**src/rtl/css_mcu0_el2_pkg.sv**
```systemverilog
// css_mcu0_el2_pkg: shared types, read-return tags and word-compare helper for the ICCM arbiter.
package css_mcu0_el2_pkg;
   typedef enum logic [1:0] {IDLE, CORR_PEND, CORR_WR, CORR_HOLD} iccm_corr_state_e;
   localparam logic ICCM_TAG_FETCH = 1'b0;
   localparam logic ICCM_TAG_DMA   = 1'b1;
   // Word addresses; a doubleword access covers both words of an aligned pair.
   function automatic logic iccm_same_word(input logic [31:2] a, input logic [31:2] b, input logic dw);
      return dw ? a[31:3] == b[31:3] : a == b;
   endfunction
endpackage

```
**src/rtl/css_mcu0_el2_ifu_iccm_arb_if.sv**
```systemverilog
// css_mcu0_el2_ifu_iccm_arb_if: requester, SBE and ICCM-array signals of the ICCM arbiter.
interface css_mcu0_el2_ifu_iccm_arb_if #(parameter int ICCM_BITS = 16);
   logic                 fetch_req;
   logic [ICCM_BITS-1:1] fetch_addr;
   logic                 fetch_gnt;
   logic                 dma_req;
   logic                 dma_we;
   logic [ICCM_BITS-1:1] dma_addr;
   logic [2:0]           dma_size;
   logic [77:0]          dma_wdata;
   logic                 dma_gnt;
   logic                 sbe_valid;
   logic [ICCM_BITS-1:1] sbe_addr;
   logic [38:0]          sbe_data;
   logic                 sbe_drop;
   logic                 rd_valid;
   logic                 rd_tag;
   logic                 iccm_rden;
   logic                 iccm_wren;
   logic [ICCM_BITS-1:1] iccm_rw_addr;
   logic [2:0]           iccm_wr_size;
   logic [77:0]          iccm_wr_data;
   logic                 iccm_buf_correct_ecc;
   logic                 iccm_correction_state;
   modport master (
      output fetch_req, fetch_addr, dma_req, dma_we, dma_addr, dma_size, dma_wdata,
             sbe_valid, sbe_addr, sbe_data,
      input  fetch_gnt, dma_gnt, sbe_drop, rd_valid, rd_tag, iccm_rden, iccm_wren, iccm_rw_addr,
             iccm_wr_size, iccm_wr_data, iccm_buf_correct_ecc, iccm_correction_state
   );
   modport slave (
      input  fetch_req, fetch_addr, dma_req, dma_we, dma_addr, dma_size, dma_wdata,
             sbe_valid, sbe_addr, sbe_data,
      output fetch_gnt, dma_gnt, sbe_drop, rd_valid, rd_tag, iccm_rden, iccm_wren, iccm_rw_addr,
             iccm_wr_size, iccm_wr_data, iccm_buf_correct_ecc, iccm_correction_state
   );
endinterface

```
**src/rtl/css_mcu0_el2_ifu_iccm_corr_fsm.sv**
```systemverilog
// css_mcu0_el2_ifu_iccm_corr_fsm: captures one SBE correction and sequences its write-back.
module css_mcu0_el2_ifu_iccm_corr_fsm
   import css_mcu0_el2_pkg::*;
#(parameter int ICCM_BITS = 16) (
   input  logic                 clk,
   input  logic                 rst_l,
   input  logic                 sbe_valid,
   input  logic [ICCM_BITS-1:2] sbe_word,
   input  logic [38:0]          sbe_data,
   input  logic                 dma_wr,
   input  logic                 dma_dw,
   input  logic [ICCM_BITS-1:2] dma_word,
   input  logic                 fetch_gnt,
   input  logic [ICCM_BITS-1:2] fetch_word,
   output logic                 corr_wr,
   output logic                 corr_active,
   output logic                 sbe_drop,
   output logic [ICCM_BITS-1:1] corr_addr,
   output logic [38:0]          corr_data
);
   logic [1:0]           state_q, hold_q, hold_nxt;
   logic                 cap;
   logic [ICCM_BITS-1:2] word_q;
   iccm_corr_state_e     state, state_nxt;
   assign state = iccm_corr_state_e'(state_q);
   always_comb begin
      state_nxt = state;
      hold_nxt  = '0;
      cap       = 1'b0;
      case (state)
         IDLE: begin
            cap       = sbe_valid;
            state_nxt = sbe_valid ? CORR_PEND : IDLE;
         end
         // A DMA write landing on the captured word makes the correction stale.
         CORR_PEND: state_nxt = (dma_wr && iccm_same_word(30'(dma_word), 30'(word_q), dma_dw)) ? IDLE : CORR_WR;
         CORR_WR:   state_nxt = CORR_HOLD;
         CORR_HOLD: begin
            hold_nxt  = hold_q + 2'd1;
            state_nxt = ((fetch_gnt && iccm_same_word(30'(fetch_word), 30'(word_q), 1'b0)) || hold_q == 2'd3) ? IDLE : CORR_HOLD;
         end
         default: state_nxt = IDLE;
      endcase
   end
   css_mcu0_rvdff  #(.WIDTH(2))           state_ff (.clk(clk), .rst_l(rst_l), .din(state_nxt), .dout(state_q));
   css_mcu0_rvdff  #(.WIDTH(2))           hold_ff  (.clk(clk), .rst_l(rst_l), .din(hold_nxt), .dout(hold_q));
   css_mcu0_rvdffs #(.WIDTH(ICCM_BITS-2)) addr_ff  (.clk(clk), .rst_l(rst_l), .en(cap), .din(sbe_word), .dout(word_q));
   css_mcu0_rvdffs #(.WIDTH(39))          data_ff  (.clk(clk), .rst_l(rst_l), .en(cap), .din(sbe_data), .dout(corr_data));
   assign corr_wr     = state == CORR_WR;
   assign corr_active = state != IDLE;
   assign sbe_drop    = sbe_valid & corr_active;
   assign corr_addr   = {word_q, 1'b0};
endmodule

```
**src/rtl/css_mcu0_rvdff.sv**
```systemverilog
// css_mcu0_rvdff: plain flop bank with asynchronous active-low clear.
module css_mcu0_rvdff #(parameter int WIDTH = 1) (
   input  logic             clk,
   input  logic             rst_l,
   input  logic [WIDTH-1:0] din,
   output logic [WIDTH-1:0] dout
);
   always_ff @(posedge clk or negedge rst_l)
      if (!rst_l) dout <= '0;
      else dout <= din;
endmodule

```
**src/rtl/css_mcu0_rvdffs.sv**
```systemverilog
// css_mcu0_rvdffs: enabled flop bank with asynchronous active-low clear.
module css_mcu0_rvdffs #(parameter int WIDTH = 1) (
   input  logic             clk,
   input  logic             rst_l,
   input  logic             en,
   input  logic [WIDTH-1:0] din,
   output logic [WIDTH-1:0] dout
);
   always_ff @(posedge clk or negedge rst_l)
      if (!rst_l) dout <= '0;
      else if (en) dout <= din;
endmodule

```
**src/rtl/css_mcu0_el2_ifu_iccm_arb.sv**
```systemverilog
// css_mcu0_el2_ifu_iccm_arb: single-port ICCM arbiter for fetch, DMA and ECC correction write-backs.
module css_mcu0_el2_ifu_iccm_arb
   import css_mcu0_el2_pkg::*;
#(
   parameter int ICCM_BITS    = 16,
   parameter int DMA_MAX_WAIT = 8
) (
   input logic clk,
   input logic rst_l,
   css_mcu0_el2_ifu_iccm_arb_if.slave bus
);
   localparam int CW = $clog2(DMA_MAX_WAIT + 1);
   logic [CW-1:0]        starve_cnt, starve_nxt;
   logic                 promoted, fetch_gnt, dma_gnt, dma_rd, dma_wr, rden;
   logic                 corr_wr, corr_active, sbe_drop;
   logic [1:0]           rd_q;
   logic [ICCM_BITS-1:1] corr_addr;
   logic [38:0]          corr_data;
   // Grants are held low while in reset so the array sees no access.
   always_comb begin
      promoted   = starve_cnt == CW'(DMA_MAX_WAIT);
      dma_gnt    = rst_l & ~corr_wr & bus.dma_req & (promoted | ~bus.fetch_req);
      fetch_gnt  = rst_l & ~corr_wr & bus.fetch_req & ~(bus.dma_req & promoted);
      dma_rd     = dma_gnt & ~bus.dma_we;
      dma_wr     = dma_gnt & bus.dma_we;
      rden       = fetch_gnt | dma_rd;
      starve_nxt = (~bus.dma_req | dma_gnt) ? '0 : promoted ? starve_cnt : starve_cnt + CW'(1);
   end
   css_mcu0_rvdff #(.WIDTH(CW)) starve_ff (.clk(clk), .rst_l(rst_l), .din(starve_nxt), .dout(starve_cnt));
   css_mcu0_rvdff #(.WIDTH(2))  rd_ff     (.clk(clk), .rst_l(rst_l),
                                           .din({rden, dma_rd ? ICCM_TAG_DMA : ICCM_TAG_FETCH}), .dout(rd_q));
   css_mcu0_el2_ifu_iccm_corr_fsm #(.ICCM_BITS(ICCM_BITS)) corr (
      .clk(clk), .rst_l(rst_l),
      .sbe_valid(bus.sbe_valid), .sbe_word(bus.sbe_addr[ICCM_BITS-1:2]), .sbe_data(bus.sbe_data),
      .dma_wr(dma_wr), .dma_dw(bus.dma_size[1:0] == 2'b11), .dma_word(bus.dma_addr[ICCM_BITS-1:2]),
      .fetch_gnt(fetch_gnt), .fetch_word(bus.fetch_addr[ICCM_BITS-1:2]),
      .corr_wr(corr_wr), .corr_active(corr_active), .sbe_drop(sbe_drop),
      .corr_addr(corr_addr), .corr_data(corr_data)
   );
   assign bus.fetch_gnt             = fetch_gnt;
   assign bus.dma_gnt               = dma_gnt;
   assign bus.sbe_drop              = sbe_drop;
   assign bus.rd_valid              = rd_q[1];
   assign bus.rd_tag                = rd_q[0];
   assign bus.iccm_rden             = rden;
   assign bus.iccm_wren             = corr_wr | dma_wr;
   assign bus.iccm_rw_addr          = corr_wr ? corr_addr : dma_gnt ? bus.dma_addr : fetch_gnt ? bus.fetch_addr : '0;
   assign bus.iccm_wr_size          = corr_wr ? 3'b010 : dma_wr ? bus.dma_size : 3'b000;
   assign bus.iccm_wr_data          = corr_wr ? {corr_data, corr_data} : dma_wr ? bus.dma_wdata : '0;
   assign bus.iccm_buf_correct_ecc  = corr_wr;
   assign bus.iccm_correction_state = corr_active;
endmodule

```
**src/flat_wrapper.sv**
```systemverilog
// flat-port wrapper written by rule: the top's interface ports become plain ports
module css_mcu0_el2_ifu_iccm_arb_flat import css_mcu0_el2_pkg::*;
#(
   parameter int ICCM_BITS    = 16,
   parameter int DMA_MAX_WAIT = 8
)
  (clk, rst_l, bus_fetch_req, bus_fetch_addr, bus_dma_req, bus_dma_we, bus_dma_addr, bus_dma_size, bus_dma_wdata, bus_sbe_valid, bus_sbe_addr, bus_sbe_data, bus_fetch_gnt, bus_dma_gnt, bus_sbe_drop, bus_rd_valid, bus_rd_tag, bus_iccm_rden, bus_iccm_wren, bus_iccm_rw_addr, bus_iccm_wr_size, bus_iccm_wr_data, bus_iccm_buf_correct_ecc, bus_iccm_correction_state);
  css_mcu0_el2_ifu_iccm_arb_if #(.ICCM_BITS(ICCM_BITS)) bus_i ();
  input logic clk;
  input logic rst_l;
  input wire logic [$bits(bus_i.fetch_req)-1:0] bus_fetch_req;
  input wire logic [$bits(bus_i.fetch_addr)-1:0] bus_fetch_addr;
  input wire logic [$bits(bus_i.dma_req)-1:0] bus_dma_req;
  input wire logic [$bits(bus_i.dma_we)-1:0] bus_dma_we;
  input wire logic [$bits(bus_i.dma_addr)-1:0] bus_dma_addr;
  input wire logic [$bits(bus_i.dma_size)-1:0] bus_dma_size;
  input wire logic [$bits(bus_i.dma_wdata)-1:0] bus_dma_wdata;
  input wire logic [$bits(bus_i.sbe_valid)-1:0] bus_sbe_valid;
  input wire logic [$bits(bus_i.sbe_addr)-1:0] bus_sbe_addr;
  input wire logic [$bits(bus_i.sbe_data)-1:0] bus_sbe_data;
  output wire logic [$bits(bus_i.fetch_gnt)-1:0] bus_fetch_gnt;
  output wire logic [$bits(bus_i.dma_gnt)-1:0] bus_dma_gnt;
  output wire logic [$bits(bus_i.sbe_drop)-1:0] bus_sbe_drop;
  output wire logic [$bits(bus_i.rd_valid)-1:0] bus_rd_valid;
  output wire logic [$bits(bus_i.rd_tag)-1:0] bus_rd_tag;
  output wire logic [$bits(bus_i.iccm_rden)-1:0] bus_iccm_rden;
  output wire logic [$bits(bus_i.iccm_wren)-1:0] bus_iccm_wren;
  output wire logic [$bits(bus_i.iccm_rw_addr)-1:0] bus_iccm_rw_addr;
  output wire logic [$bits(bus_i.iccm_wr_size)-1:0] bus_iccm_wr_size;
  output wire logic [$bits(bus_i.iccm_wr_data)-1:0] bus_iccm_wr_data;
  output wire logic [$bits(bus_i.iccm_buf_correct_ecc)-1:0] bus_iccm_buf_correct_ecc;
  output wire logic [$bits(bus_i.iccm_correction_state)-1:0] bus_iccm_correction_state;
  assign bus_i.fetch_req = bus_fetch_req;
  assign bus_i.fetch_addr = bus_fetch_addr;
  assign bus_i.dma_req = bus_dma_req;
  assign bus_i.dma_we = bus_dma_we;
  assign bus_i.dma_addr = bus_dma_addr;
  assign bus_i.dma_size = bus_dma_size;
  assign bus_i.dma_wdata = bus_dma_wdata;
  assign bus_i.sbe_valid = bus_sbe_valid;
  assign bus_i.sbe_addr = bus_sbe_addr;
  assign bus_i.sbe_data = bus_sbe_data;
  assign bus_fetch_gnt = bus_i.fetch_gnt;
  assign bus_dma_gnt = bus_i.dma_gnt;
  assign bus_sbe_drop = bus_i.sbe_drop;
  assign bus_rd_valid = bus_i.rd_valid;
  assign bus_rd_tag = bus_i.rd_tag;
  assign bus_iccm_rden = bus_i.iccm_rden;
  assign bus_iccm_wren = bus_i.iccm_wren;
  assign bus_iccm_rw_addr = bus_i.iccm_rw_addr;
  assign bus_iccm_wr_size = bus_i.iccm_wr_size;
  assign bus_iccm_wr_data = bus_i.iccm_wr_data;
  assign bus_iccm_buf_correct_ecc = bus_i.iccm_buf_correct_ecc;
  assign bus_iccm_correction_state = bus_i.iccm_correction_state;
  css_mcu0_el2_ifu_iccm_arb #(.ICCM_BITS(ICCM_BITS), .DMA_MAX_WAIT(DMA_MAX_WAIT)) u_core (.clk(clk), .rst_l(rst_l), .bus(bus_i));
endmodule
```
**config.mk**
```make
export PLATFORM = sky130hd
export DESIGN_NAME = css_mcu0_el2_ifu_iccm_arb_flat
export DESIGN_NICKNAME = d
export VERILOG_FILES = /design/src/rtl/css_mcu0_el2_pkg.sv /design/src/rtl/css_mcu0_el2_ifu_iccm_arb_if.sv /design/src/rtl/css_mcu0_el2_ifu_iccm_corr_fsm.sv /design/src/rtl/css_mcu0_rvdff.sv /design/src/rtl/css_mcu0_rvdffs.sv /design/src/rtl/css_mcu0_el2_ifu_iccm_arb.sv /design/src/flat_wrapper.sv
export SDC_FILE = /design/constraint.sdc
export NUM_CORES = 1
export LEC_CHECK = 0
export BUFFER_PORTS_ARGS = -buffer_cell sky130_fd_sc_hd__buf_2
export CORE_AREA = 4 4 104 106
export DETAILED_ROUTE_END_ITERATION = 10
export DIE_AREA = 0 0 108 110
export PLACE_DENSITY = 0.89
export SETUP_SLACK_MARGIN = 0.2
export SLEW_MARGIN = 20
export SYNTH_ARGS = -nofsm -noshare
export SYNTH_HDL_FRONTEND = slang
export SYNTH_SLANG_ARGS = --single-unit
```
**constraint.sdc**
```tcl
create_clock -name clk -period 4.4 [get_ports clk]
set_input_delay 0.88 -clock clk [delete_from_list [all_inputs] [get_ports clk]]
set_output_delay 0.88 -clock clk [all_outputs]
set_load 0.01 [all_outputs]
```
# ---- After elaboration in Yosys (flattened, before gate mapping)
# Cells that the tools add are included.
dict set report word_totals {
  ff_bits 63
  latch_bits 0
  ramBits 0
  romBits 0
  input_bits 171
  out_inout_bits 105
  elab_cells 58
  memories 0
}
dict set report op_classes {
  addsub 2
  n_mul 0
  n_div 0
  order_cmp 0
  n_eq_ne 10
  shifts 0
  mux 17
  bitwise_logic 18
  n_reduce_logical 5
}
# cell count
set ops {}
lappend ops {{$mux 78} 2}
lappend ops {{$mux 15} 3}
lappend ops {{$eq 14x14->1} 2}
lappend ops {{$eq 13x13->1} 1}
lappend ops {{$and 1x1->1} 9}
lappend ops {{$eq 2x2->1 const B} 4}
lappend ops {{$mux 4} 2}
lappend ops {{$pmux 2 s4} 1}
lappend ops {{$mux 2} 3}
lappend ops {{$mux 3} 2}
lappend ops {{$not 1->1} 5}
lappend ops {{$add 4x1->4 const B} 1}
lappend ops {{$eq 4x4->1 const B} 1}
lappend ops {{$mux 1} 4}
lappend ops {{$or 1x1->1} 4}
lappend ops {{$add 2x1->2 const B} 1}
lappend ops {{$eq 2x1->1 const B} 1}
lappend ops {{$logic_and 1x1->1} 2}
lappend ops {{$logic_not 2->1} 1}
lappend ops {{$ne 2x2->1 const B} 1}
lappend ops {{$reduce_bool 2->1} 1}
lappend ops {{$logic_or 1x1->1} 1}

# ---- Longest topological paths before layout
# Gate-level depths: netlist of run 1.
dict set report depth {
  depth_word 9
  mapped_depth 11
  ltp_nobuf 9
}

# ---- Modules after synthesis
# Synthesis of run 1 repeated with hierarchy kept, for this count alone.
dict set report unflattened {
  cells_unflattened 335
  area_unflattened_um2 4012.6
}
# module instances cells_per_inst area_per_inst_um2 seq_area_each_um2
set modules_own_cells {}
lappend modules_own_cells {{css_mcu0_rvdffs (u_core.corr.data_ff)} 1 82 1493.9 975.9}
lappend modules_own_cells {css_mcu0_el2_ifu_iccm_arb 1 160 1351.3 0.0}
lappend modules_own_cells {{css_mcu0_rvdffs (u_core.corr.addr_ff)} 1 29 519.2 350.3}
lappend modules_own_cells {css_mcu0_el2_ifu_iccm_corr_fsm 1 54 397.9 0.0}
lappend modules_own_cells {{css_mcu0_rvdff (u_core.corr.hold_ff ...)} 3 2 50.0 50.0}
lappend modules_own_cells {{css_mcu0_rvdff (u_core.starve_ff)} 1 4 100.1 100.1}

# ---- Worst setup path before layout of run 1
# OpenSTA, ideal clock, no wires.
dict set report synth_path {
  path_kind {input-to-output}
  startpoint {in bus_fetch_req}
  endpoint {out bus_iccm_rw_addr[10]}
  arrival_time_ns 1.743
  required_time_ns 3.520
  path_slack_ns 1.777
  stages 6
  path_buffers 1
  path_cell_list {nand2_2 -> nand4_4 -> inv_4 -> clkbuf_1 -> a22oi_1 -> nand2_1}
}
dict set report synth_via {
  elab_chain_cells 5
  word_cells_on_any_way 8
  classes_between {mux: 3; bitwise: 5}
}
# element line_no
set synth_lines {}
lappend synth_lines {{from (decl)} flat_wrapper.sv:11} ;# input wire logic [$bits(bus_i.fetch_req)-1:0] bus_fetch_req;
lappend synth_lines {{$not 1->1} css_mcu0_el2_ifu_iccm_arb.sv:22} ;# dma_gnt = rst_l & ~corr_wr & bus.dma_req & (promoted | ~bus.fetch_req);
lappend synth_lines {{$or 1x1->1} css_mcu0_el2_ifu_iccm_arb.sv:22}
lappend synth_lines {{$and 1x1->1} css_mcu0_el2_ifu_iccm_arb.sv:22}
lappend synth_lines {{named net bus_dma_gnt} flat_wrapper.sv:22} ;# output wire logic [$bits(bus_i.dma_gnt)-1:0] bus_dma_gnt;
lappend synth_lines {{$mux 15 (2 in a row)} css_mcu0_el2_ifu_iccm_arb.sv:47} ;# assign bus.iccm_rw_addr = corr_wr ? corr_addr : dma_gnt ? bus.dma_addr : fetch_gnt ? bus.fetch_addr : '0;
lappend synth_lines {{to (decl)} flat_wrapper.sv:28} ;# output wire logic [$bits(bus_i.iccm_rw_addr)-1:0] bus_iccm_rw_addr;
# The timed path passes the listed nets, and every way through them passes these cells.

# ---- Final worst setup path of run 1
dict set report layout_path {
  startpoint {reg u_core.starve_ff.dout[0]}
  endpoint {out bus_iccm_wr_data[73]}
}
dict set report layout_via {
  elab_chain_cells 6
}
# element line_no
set layout_lines {}
lappend layout_lines {{from (decl)} css_mcu0_rvdff.sv:6} ;# output logic [WIDTH-1:0] dout
lappend layout_lines {{from (signal assigned)} css_mcu0_rvdff.sv:10} ;# else dout <= din;
lappend layout_lines {{$eq 4x4->1} css_mcu0_el2_ifu_iccm_arb.sv:21} ;# promoted = starve_cnt == CW'(DMA_MAX_WAIT);
lappend layout_lines {{$or 1x1->1} css_mcu0_el2_ifu_iccm_arb.sv:22}
lappend layout_lines {{$and 1x1->1} css_mcu0_el2_ifu_iccm_arb.sv:22}
lappend layout_lines {{$and 1x1->1} css_mcu0_el2_ifu_iccm_arb.sv:25} ;# dma_wr = dma_gnt & bus.dma_we;
lappend layout_lines {{$mux 78 (2 in a row)} css_mcu0_el2_ifu_iccm_arb.sv:49} ;# assign bus.iccm_wr_data = corr_wr ? {corr_data, corr_data} : dma_wr ? bus.dma_wdata : '0;
lappend layout_lines {{to (decl)} flat_wrapper.sv:30} ;# output wire logic [$bits(bus_i.iccm_wr_data)-1:0] bus_iccm_wr_data;
# No other way between the ends.

==> summary.txt, run 1 <==
CTS Hold Bufs -> 0
Initial core utilization -> 39.6%
CTS Sinks -> 63
# IOs -> 276
Max-slew violations -> 0
FILL cells -> 843
Final non-filler cell total -> 751
Post-route cell area -> 5510 µm²
# diodes -> 0
Global-route wire length before repair -> 18600 µm
Post-CTS Setup Bufs -> 0
Post-CTS sizing -> 0
Routed Antenna Nets -> 0
Post-Syn Nets -> 524
Kind of critical path -> register to output port
Placement Rows -> 36
Worst R2R Setup Slack -> 2.06 ns
RePlAce Congestion -> 0.883
Post-Synthesis Cells -> 350
Post-Syn Area -> 3870 µm²
Die height -> 110 µm
Port bufs -> 274
Worst-Margin Slew -> 0.851 ns
TritonCTS Buffers -> 9
Rel. slew slack -> 43.3%
Reg2reg path depth -> 4
Clock Path Buffers -> 2
RSZ-0062 raised after global routing -> no
Tmin final -> 3.50 ns
GR Util All Layers -> 19.7%
CTS tree -> yes
Nets -> 787
Outcome -> finished clean
Core Region -> 9770 µm²
Die Width -> 108 µm
Setup TNS -> 0 ns
Post-Syn Area per Cell -> 11.1 µm²
Largest net degree at the start of global routing -> 64
Worst Setup Start Kind -> register
Inst Count DP -> 735
Hold Crit Depth -> 1
Worst Path Required -> 3.52 ns
Yosys reg bits -> 63
Post-route DRC -> 0
Synth area leaders -> dfrtp_1 41%, a22o_1 18%, mux2_2 15%
Synth top area share -> 40.7%
Post-synth cell types -> 32
Yosys warnings -> 0
Vias -> 3955
DP Wirelength -> 9890 µm
Routed vias/inst -> 5.27
Tot Pwr -> 2.93 mW
Yosys top cell by area -> dfrtp_1
Worst Skew -> 0.00732 ns
Footprint of the multi-input gates -> 2090 µm²
CP max FO -> 49
Sequential Area -> 1580 µm²
Setup violators final -> 0
Max-Cap Viols -> 0
Clk root buf -> clkbuf_8
Die area -> 11900 µm²
Initial DRC count -> 242
Final Hold Violating Endpoints -> 0
Area growth syn-to-layout -> 42.1%
Latest clock arrival within the worst-skew pair -> 0.33 ns
Final wirelength -> 12700 µm
Worst Path Arrival -> 2.62 ns
Pre-CTS setup slack -> 1.09 ns
Final Cycle Share -> 79.6%
Layout cells sized above 1 -> 57.9%
IR drop worst, VDD -> 240 µV
Register area share after synthesis -> 40.7%
Vias in the first global route -> 3853
Reg clk slew, reported paths -> 0.07 ns
Utilization after layout -> 56.3%
Worst min-delay path category -> register to register
Leak pwr -> 2.97 nW
Drt pass-1 iters -> 4
Setup ws final -> 0.900 ns
Worst hold slack -> 0.428 ns
CP endpoint kind -> output port
Peak Freq -> 286 MHz
Placed cell areas -> 5280 µm²
Initial antenna violation count -> 0
WL/cell -> 16.9 µm
H-Tree Depth -> 3
Gr ovfl total -> 0
Pwr dens -> 533 nW/µm²
-- cells by family after synthesis --
family                   share of synthesized area (%)
AO/OA/AOI/OAI                                     21.5
AND/OR/NAND/NOR                                   9.01
flip-flops                                        40.7
multiplexers                                      15.4
buffers and inverters                             5.42
XOR/XNOR                                          7.01
adder cells (fa/ha/maj)                          0.969
-- cells in the mapped netlist --
library cell   n
nor2b_1        1
dfrtp_1       63
nand2_1       37
and2_1         1
mux2_2        53
nand3_1        3
ha_1           3
buf_2         13
xor2_1         8
and2_4         1
nor4_1         2
nand2_2        1
or2_1          1
nor2_1         7
a22oi_1       14
or2_2          1
a311o_1        1
clkbuf_1       5
nor3_1         2
xnor2_1       23
o211ai_1       1
a21oi_1        2
nand4_1        5
nand2b_2       1
and3_1         4
buf_6          9
a21oi_2        1
inv_4          1
nand3b_4       1
inv_1          5
a22o_1        79
nand4_4        1
-- path summary, 6_finish.rpt --
| check | from | to |
|---|---|---|
| worst max-delay path | u_core.starve_ff.dout[0] | bus_iccm_wr_data[73] |
| worst min-delay path | u_core.corr.hold_ff.dout[0] | u_core.corr.hold_ff.dout[0] |
| worst max register to register | u_core.corr.state_ff.dout[1] | u_core.corr.data_ff.dout[33] |
| worst min register to register | u_core.corr.hold_ff.dout[0] | u_core.corr.hold_ff.dout[0] |
| max in group asynchronous | rst_l | u_core.corr.data_ff.dout[38] |
| min in group asynchronous | rst_l | u_core.corr.addr_ff.dout[0] |
-- per-layer routing --
metal  GRT usage [%]  vias up  part of all wire (%)
met5               0        -                     0
met4            6.04        0                   1.5
met3            5.88       17                   9.3
met2            35.1      206                    51
met1            22.9     1903                    39
li1                -     1829                     -
-- registers in the layout (all words and copies together), names as in the netlist --
name and cells:
u_core.corr.data_ff.dout 39, u_core.corr.addr_ff.dout 14, u_core.starve_ff.dout 4, u_core.corr.hold_ff.dout 2, u_core.corr.state_ff.dout 2, u_core.rd_ff.dout 2
-- where the power goes --
group / switching (mW) / internal (mW) / total (mW)
Combinational: 0.597 / 0.681 / 1.28
Sequential: 0.254 / 0.840 / 1.09
Clock: 0.224 / 0.339 / 0.562
-- cells in the final DEF (no fill, tap or decap), types with 2 or more instances in the layout --
cell type,instances
a21oi_1,2
a22o_1,79
a22oi_1,14
and3_1,4
buf_2,274
buf_4,4
clkbuf_8,14
dfrtp_1,63
ha_1,3
inv_1,4
mux2_2,53
nand2_1,37
nand3_1,3
nand4_1,5
nor2_1,7
nor3_1,2
nor4_1,2
xnor2_1,23
xor2_1,8
-- cell type report --
class,instances,share of cell area [%]
Multi-Input combinational cell,254,37.9
Sequential cell,63,28.6
Timing Repair Buffer,279,25.8
Clock buffer,14,3.50
Tap cell,133,3.02
Clock inverter,2,0.636
Inverter,6,0.454
-- worst max-delay path: stages, from the launching register on --
cell	delay (ns)
dfrtp_1	0.42
inv_1	0.07
ha_1	0.21
nand3b_4	0.11
nand2_2	0.10
nand4_4	0.12
inv_4	0.20
and2_4	0.42
buf_12	0.27
a22o_1	0.20
buf_2	0.14
Note: power is estimated with default switching activity, not from simulation.
==> inputs of run 2 (changes only) <==
--- a/config.mk
+++ b/config.mk
@@ -6,10 +6,10 @@
 export NUM_CORES = 1
 export LEC_CHECK = 0
 export BUFFER_PORTS_ARGS = -buffer_cell sky130_fd_sc_hd__buf_2
-export CORE_AREA = 4 4 104 106
+export CORE_MARGIN = 4
+export CORE_UTILIZATION = 38
 export DETAILED_ROUTE_END_ITERATION = 10
-export DIE_AREA = 0 0 108 110
-export PLACE_DENSITY = 0.89
+export PLACE_DENSITY = 0.9
 export SETUP_SLACK_MARGIN = 0.2
 export SLEW_MARGIN = 20
 export SYNTH_ARGS = -nofsm -noshare
==> constraint.sdc (replaced) <==
create_clock -name clk -period 3 [get_ports clk]
set_input_delay 0.6 -clock clk [delete_from_list [all_inputs] [get_ports clk]]
set_output_delay 0.6 -clock clk [all_outputs]
set_load 0.01 [all_outputs]
==> summary.txt, run 2 (synthesized netlist as in run 1, its figures left out) <==
Max-slew violations -> 0 (unchanged)
Kind of critical path -> register to output port
Pwr dens -> 748 nW/µm² (+40%)
Worst Path Arrival -> 2.12 ns (-0.50 ns)
Sequential Area -> 1580 µm² (unchanged)
Global-route wire length before repair -> 19400 µm (+4.6%)
Final Hold Violating Endpoints -> 0 (unchanged)
RePlAce Congestion -> 0.876 (-0.75%)
Tmin final -> 2.72 ns
Clock Path Buffers -> 2 (unchanged)
Routed met3 length -> 1240 µm (+5.3%)
CTS tree -> yes
IR drop worst, VDD -> 377 µV (+57%)
Layout cells sized above 1 -> 59.1% (+1.2 points)
Drt pass-1 iters -> 6 (+2)
Commonest non-fill, non-tap cell in the layout -> buf_2
Reg clk slew, reported paths -> 0.08 ns (about the same)
Largest net degree at the start of global routing -> 95 (+48%)
FILL cells -> 825 (-2.1%)
Post-route DRC -> 0 (unchanged)
Latest clock arrival within the worst-skew pair -> 0.33 ns (about the same)
CTS Sinks -> 63 (unchanged)
Met2 WL -> 7490 µm (+16%)
Port bufs -> 274 (unchanged)
Initial DRC count -> 265 (+9.5%)
Max-Cap Viols -> 0 (unchanged)
# IOs -> 276 (unchanged)
Die Width -> 109 µm (+0.91%)
Worst min-delay path category -> register to register
CP max FO -> 8 (-84%)
Setup violators final -> 0 (unchanged)
Setup TNS -> 0 ns (unchanged)
Gr ovfl total -> 0 (unchanged)
Vias in the first global route -> 4005 (+3.9%)
Die height -> 109 µm (-0.93%)
Routed Antenna Nets -> 0 (unchanged)
Vias -> 4093 (+3.5%)
Leak pwr -> 3.05 nW (+2.7%)
Worst-Margin Slew -> 0.830 ns (-0.0208 ns)
WL met1 -> 5080 µm (+3.8%)
Footprint of the multi-input gates -> 2110 µm² (+0.96%)
Max reg flops -> 39 (unchanged)
Commonest non-fill, non-tap cells in the layout -> 273 x buf_2, 79 x a22o_1, 63 x dfrtp_1, 53 x mux2_2, 37 x nand2_1
Peak Freq -> 368 MHz
Register with the most flip-flops -> u_core.corr.data_ff.dout
Die area -> 11900 µm² (about the same)
Initial core utilization -> 39.3% (-0.36 points)
CP endpoint kind -> output port
DP Wirelength -> 10000 µm (+1.3%)
Placement Rows -> 36 (unchanged)
Max Used Layer -> met4
Outcome -> finished clean
WL/cell -> 18.3 µm (+8.3%)
Rel. slew slack -> 44.6% (+1.4 points)
Final Cycle Share -> 90.5%
Worst Skew -> 0.0170 ns (+0.00968 ns)
TritonCTS Buffers -> 9 (unchanged)
Clk root buf -> clkbuf_8
GR Util All Layers -> 20.9% (+1.2 points)
Routed vias/inst -> 5.36 (+1.9%)
Core Region -> 9860 µm² (+0.92%)
Worst Setup Start Kind -> register
Worst Path Required -> 2.40 ns (-1.12 ns)
Nets -> 798 (+1.4%)
Area growth syn-to-layout -> 47.8%
Worst R2R Setup Slack -> 0.89 ns (-1.17 ns)
Initial antenna violation count -> 0 (unchanged)
Largest registers -> u_core.corr.data_ff.dout x39, u_core.corr.addr_ff.dout x14, u_core.starve_ff.dout x4
Utilization after layout -> 58.1% (+1.7 points)
H-Tree Depth -> 3 (unchanged)
Final wirelength -> 14000 µm (+10%)
RSZ-0062 raised after global routing -> yes
-- run 2: changes by cell type in the layout (fill, tap and decap cells not counted), sizes merged --
cell,delta
buf,+7
clkinv,+2
clkinvlp,+2
diode,+1
-- run 2: cell type report --
type	instances	area share (%)
Multi-Input combinational cell	254	36.8
Tap cell	133	2.91
Sequential cell	63	27.5
Antenna cell	1	0.0437
Clock inverter	6	1.05
Timing Repair Buffer	290	28.7
Clock buffer	10	2.40
Inverter	6	0.524
-- run 2: worst paths after layout --
kind / from / end / cells after the start
max reg2reg: u_core.corr.state_ff.dout[1] / u_core.corr.data_ff.dout[14] / 4
min in group asynchronous: rst_l / u_core.corr.addr_ff.dout[0] / 2
min: u_core.corr.hold_ff.dout[0] / u_core.corr.hold_ff.dout[0] / 1
max: u_core.starve_ff.dout[1] / bus_iccm_wr_data[67] / 10
min reg2reg: u_core.corr.hold_ff.dout[0] / u_core.corr.hold_ff.dout[0] / 1
max in group asynchronous: rst_l / u_core.corr.addr_ff.dout[8] / 2
-- run 2: repair_timing --
action | CTS | global route
resized for setup | 4 | 9
hold buffers | 0 | 0
setup endpoints to repair | 95 | 96
setup buffers | 2 | 4
pin swaps | 1 | 4
cloned | 1 | 5
-- run 2: critical path, cell delays in order, from the launching register on --
cell and delay (ns):
dfrtp_1 0.39, inv_2 0.07, ha_4 0.14, nand3b_4 0.09
nand2_2 0.09, nand4_4 0.12, inv_8 0.08, and2_4 0.31
clkbuf_16 0.22, a22o_1 0.15, buf_2 0.14
-- run 2: through the flow --
| step | power (mW) | std cells | area (µm²) | setup slack [ns] | hold WS, ns |
|---|---|---|---|---|---|
| 6_report | 4.28 | 763 | 5730 | 0.284 | 0.440 |
| 5_1_grt | 4.59 | 762 | 5730 | 0.192 | 0.454 |
| 4_1_cts | 4.28 | 753 | 5560 | 0.122 | 0.439 |
| 3_5_place_dp | 3.51 | 734 | 5300 | 0.210 | 0.427 |
| 3_3_place_gp | 3.40 | 734 | 5300 | 0.287 | 0.420 |
| 2_1_floorplan | 2.77 | 350 | 3870 | 0.755 | 0.304 |
-- run 2: power breakdown --
part | internal [mW] | switching [mW]
sequential | 1.23 | 0.378
combinational | 1.04 | 0.896
clock | 0.402 | 0.338
total | 2.67 | 1.61
-- run 2: layer usage --
metal / vias to the layer above / track usage, %
met5: - / 0
met4: 0 / 6.94
met3: 18 / 3.67
met2: 238 / 39.5
met1: 1977 / 23.4
li1: 1860 / -
==> inputs of run 3 (changes only) <==
--- a/config.mk
+++ b/config.mk
@@ -6,10 +6,11 @@
 export NUM_CORES = 1
 export LEC_CHECK = 0
 export BUFFER_PORTS_ARGS = -buffer_cell sky130_fd_sc_hd__buf_2
-export CORE_MARGIN = 4
-export CORE_UTILIZATION = 38
+export CORE_AREA = 4 4 104 106
+export CTS_CLUSTER_SIZE = 24
 export DETAILED_ROUTE_END_ITERATION = 10
-export PLACE_DENSITY = 0.9
+export DIE_AREA = 0 0 108 110
+export PLACE_DENSITY = 0.89
 export SETUP_SLACK_MARGIN = 0.2
 export SLEW_MARGIN = 20
 export SYNTH_ARGS = -nofsm -noshare
==> constraint.sdc (replaced) <==
create_clock -name clk -period 3.15 [get_ports clk]
set_input_delay 0.63 -clock clk [delete_from_list [all_inputs] [get_ports clk]]
set_output_delay 0.63 -clock clk [all_outputs]
set_load 0.01 [all_outputs]
==> summary.txt, run 3 (synthesized netlist as in run 1, its figures left out) <==
Utilization after layout -> 57.2% (-0.89 points)
Worst min-delay path category -> register to register
Placement Rows -> 36 (unchanged)
RR Endpoint -> u_core.corr.addr_ff.dout[11]
Register with the most flip-flops -> u_core.corr.data_ff.dout
Pre-CTS setup slack -> 0.351 ns (+0.141 ns)
Die area -> 11900 µm² (about the same)
Vias -> 4027 (-1.6%)
Leak pwr -> 3.01 nW (-1.5%)
Port bufs -> 274 (unchanged)
Sequential share of power -> 38.2% (+0.6 points)
Worst-Margin Slew -> 0.809 ns (-0.0218 ns)
RSZ-0062 raised after global routing -> no
DP Wirelength -> 9760 µm (-2.6%)
Area growth syn-to-layout -> 44.2%
CP max FO -> 18 (+10)
Kind of critical path -> register to output port
Reg-to-Reg Start -> u_core.corr.state_ff.dout[1]
Rel. slew slack -> 46.1% (+1.5 points)
GR Util All Layers -> 19.6% (-1.3 points)
Drt pass-1 iters -> 4 (-2)
Max reg flops -> 39 (unchanged)
Commonest non-fill, non-tap cells in the layout -> 274 x buf_2, 79 x a22o_1, 63 x dfrtp_1, 53 x mux2_2, 37 x nand2_1
Die height -> 110 µm (+0.94%)
Pwr dens -> 713 nW/µm² (-4.7%)
Vias in the first global route -> 3878 (-3.2%)
Initial DRC count -> 360 (+36%)
Initial antenna violation count -> 0 (unchanged)
Reg2reg path depth -> 4 (unchanged)
Post-route DRC -> 0 (unchanged)
Routed vias/inst -> 5.32 (-0.83%)
Worst Setup Start Kind -> register
Switching power total -> 1.50 mW (-6.8%)
Final Hold Violating Endpoints -> 0 (unchanged)
CTS Hold Bufs -> 0 (unchanged)
Setup ws final -> 0.307 ns (+0.0221 ns)
Worst Skew -> 0.0100 ns (-0.00700 ns)
Tmin final -> 2.84 ns
CTS tree -> yes
P_int -> 2.48 mW (-7.1%)
Hold Crit Depth -> 1 (unchanged)
Hold endpoint -> u_core.corr.hold_ff.dout[0]
Final non-filler cell total -> 757 (-0.79%)
Reg clk slew, reported paths -> 0.07 ns (about the same)
Largest registers -> u_core.corr.data_ff.dout x39, u_core.corr.addr_ff.dout x14, u_core.starve_ff.dout x4
WL/cell -> 17.2 µm (-5.9%)
Switch share -> 37.7% (+0.067 points)
IR drop worst, VDD -> 463 µV (+23%)
Worst Path Required -> 2.52 ns (+0.12 ns)
Commonest non-fill, non-tap cell in the layout -> buf_2
TritonCTS Buffers -> 9 (unchanged)
Core Region -> 9770 µm² (-0.91%)
Clk root buf -> clkbuf_8
Outcome -> finished clean
Clock Power Share -> 16.4% (-0.9 points)
Final wirelength -> 13100 µm (-6.6%)
Setup TNS -> 0 ns (unchanged)
Routed Antenna Nets -> 0 (unchanged)
Nets -> 794 (-0.50%)
Worst hold slack -> 0.441 ns (+0.00118 ns)
Inst Count DP -> 735 (+0.14%)
Largest net degree at the start of global routing -> 64 (-33%)
Latest clock arrival within the worst-skew pair -> 0.33 ns (about the same)
Layout cells sized above 1 -> 58.3% (-0.81 points)
Die Width -> 108 µm (-0.90%)
Clock Path Buffers -> 2 (unchanged)
# IOs -> 276 (unchanged)
CTS Sinks -> 63 (unchanged)
Logic pwr share -> 45.4% (+0.2 points)
Worst R2R Setup Slack -> 1.08 ns (+0.19 ns)
Peak Freq -> 352 MHz
RePlAce Congestion -> 0.885 (+0.98%)
CP endpoint kind -> output port
Initial core utilization -> 39.6% (+0.36 points)
Hold wc startpoint -> u_core.corr.hold_ff.dout[0]
Final Cycle Share -> 90.3%
Max-Cap Viols -> 0 (unchanged)
Gr ovfl total -> 0 (unchanged)
Global-route wire length before repair -> 18600 µm (-4.4%)
Setup violators final -> 0 (unchanged)
# diodes -> 0 (-1)
Max-slew violations -> 0 (unchanged)
Worst Path Arrival -> 2.21 ns (+0.09 ns)
H-Tree Depth -> 3 (unchanged)
[run 3: cell types whose count changed in the layout (fill, tap and decap cells not counted), sizes merged]
cell,change
buf,-1
bufinv,-1
clkinvlp,-1
diode,-1
clkbuf,-1
inv,-1
[run 3: layer usage]
metal	up-vias	track usage, %	share of wire (%)
li1	1851	-	-
met1	1938	22.8	39
met2	212	33.9	50
met3	26	5.30	9.2
met4	0	8.75	2.3
met5	-	0	0
[run 3: worst max-delay path by stage]
| stage | from | endpoint | slack (ns) | depth (start not counted) |
|---|---|---|---|---|
| after detailed placement | u_core.starve_ff.dout[0] | bus_iccm_wr_data[36] | 0.35 | 10 |
| after floorplan | u_core.starve_ff.dout[0] | bus_iccm_rw_addr[10] | 0.88 | 9 |
| after global placement | u_core.starve_ff.dout[0] | bus_iccm_wr_data[36] | 0.42 | 10 |
| after global routing | u_core.starve_ff.dout[1] | bus_iccm_wr_data[40] | 0.20 | 10 |
| final | u_core.starve_ff.dout[1] | bus_iccm_wr_data[73] | 0.31 | 10 |
| after CTS | u_core.starve_ff.dout[0] | bus_iccm_wr_data[36] | 0.17 | 10 |
[run 3: per-stage QoR]
stage	cell area (µm²)	power, mW
after global placement	5290	3.23
after floorplan	3870	2.64
after detailed placement	5290	3.33
after CTS	5520	4.01
after global routing	5590	4.26
final	5590	3.98
[run 3: repair_timing]
action / 4_1_cts / 5_1_grt
pin swaps: 1 / 1
endpoints found under the setup margin: 69 / 96
gates cloned: 1 / 1
setup buffers: 1 / 4
gates resized for setup: 4 / 2
[run 3: worst max-delay path: stages, from the launching register on]
cell,delay [ns]
dfrtp_1,0.42
inv_1,0.07
ha_1,0.20
nand3b_4,0.11
nand2_2,0.10
nand4_4,0.16
clkinv_8,0.08
and2_4,0.23
buf_16,0.17
a22o_1,0.18
buf_2,0.15
[run 3: final cells by class]
type                            instances  area (µm²)
Inverter                                6        35.0
Fill cell                             823        4190
Clock buffer                           12         165
Sequential cell                        63        1580
Timing Repair Buffer                  286        1530
Multi-Input combinational cell        254        2100
Clock inverter                          3        17.5
Tap cell                              133         166
[run 3: power by group through the flow]
stage	logic, mW	clock network, mW	registers (mW)
finish	1.81	0.654	1.52
floorplan	1.21	0	1.43
global placement	1.74	0	1.50
global route	1.97	0.718	1.57
detailed placement	1.80	0	1.53
CTS	1.81	0.684	1.52
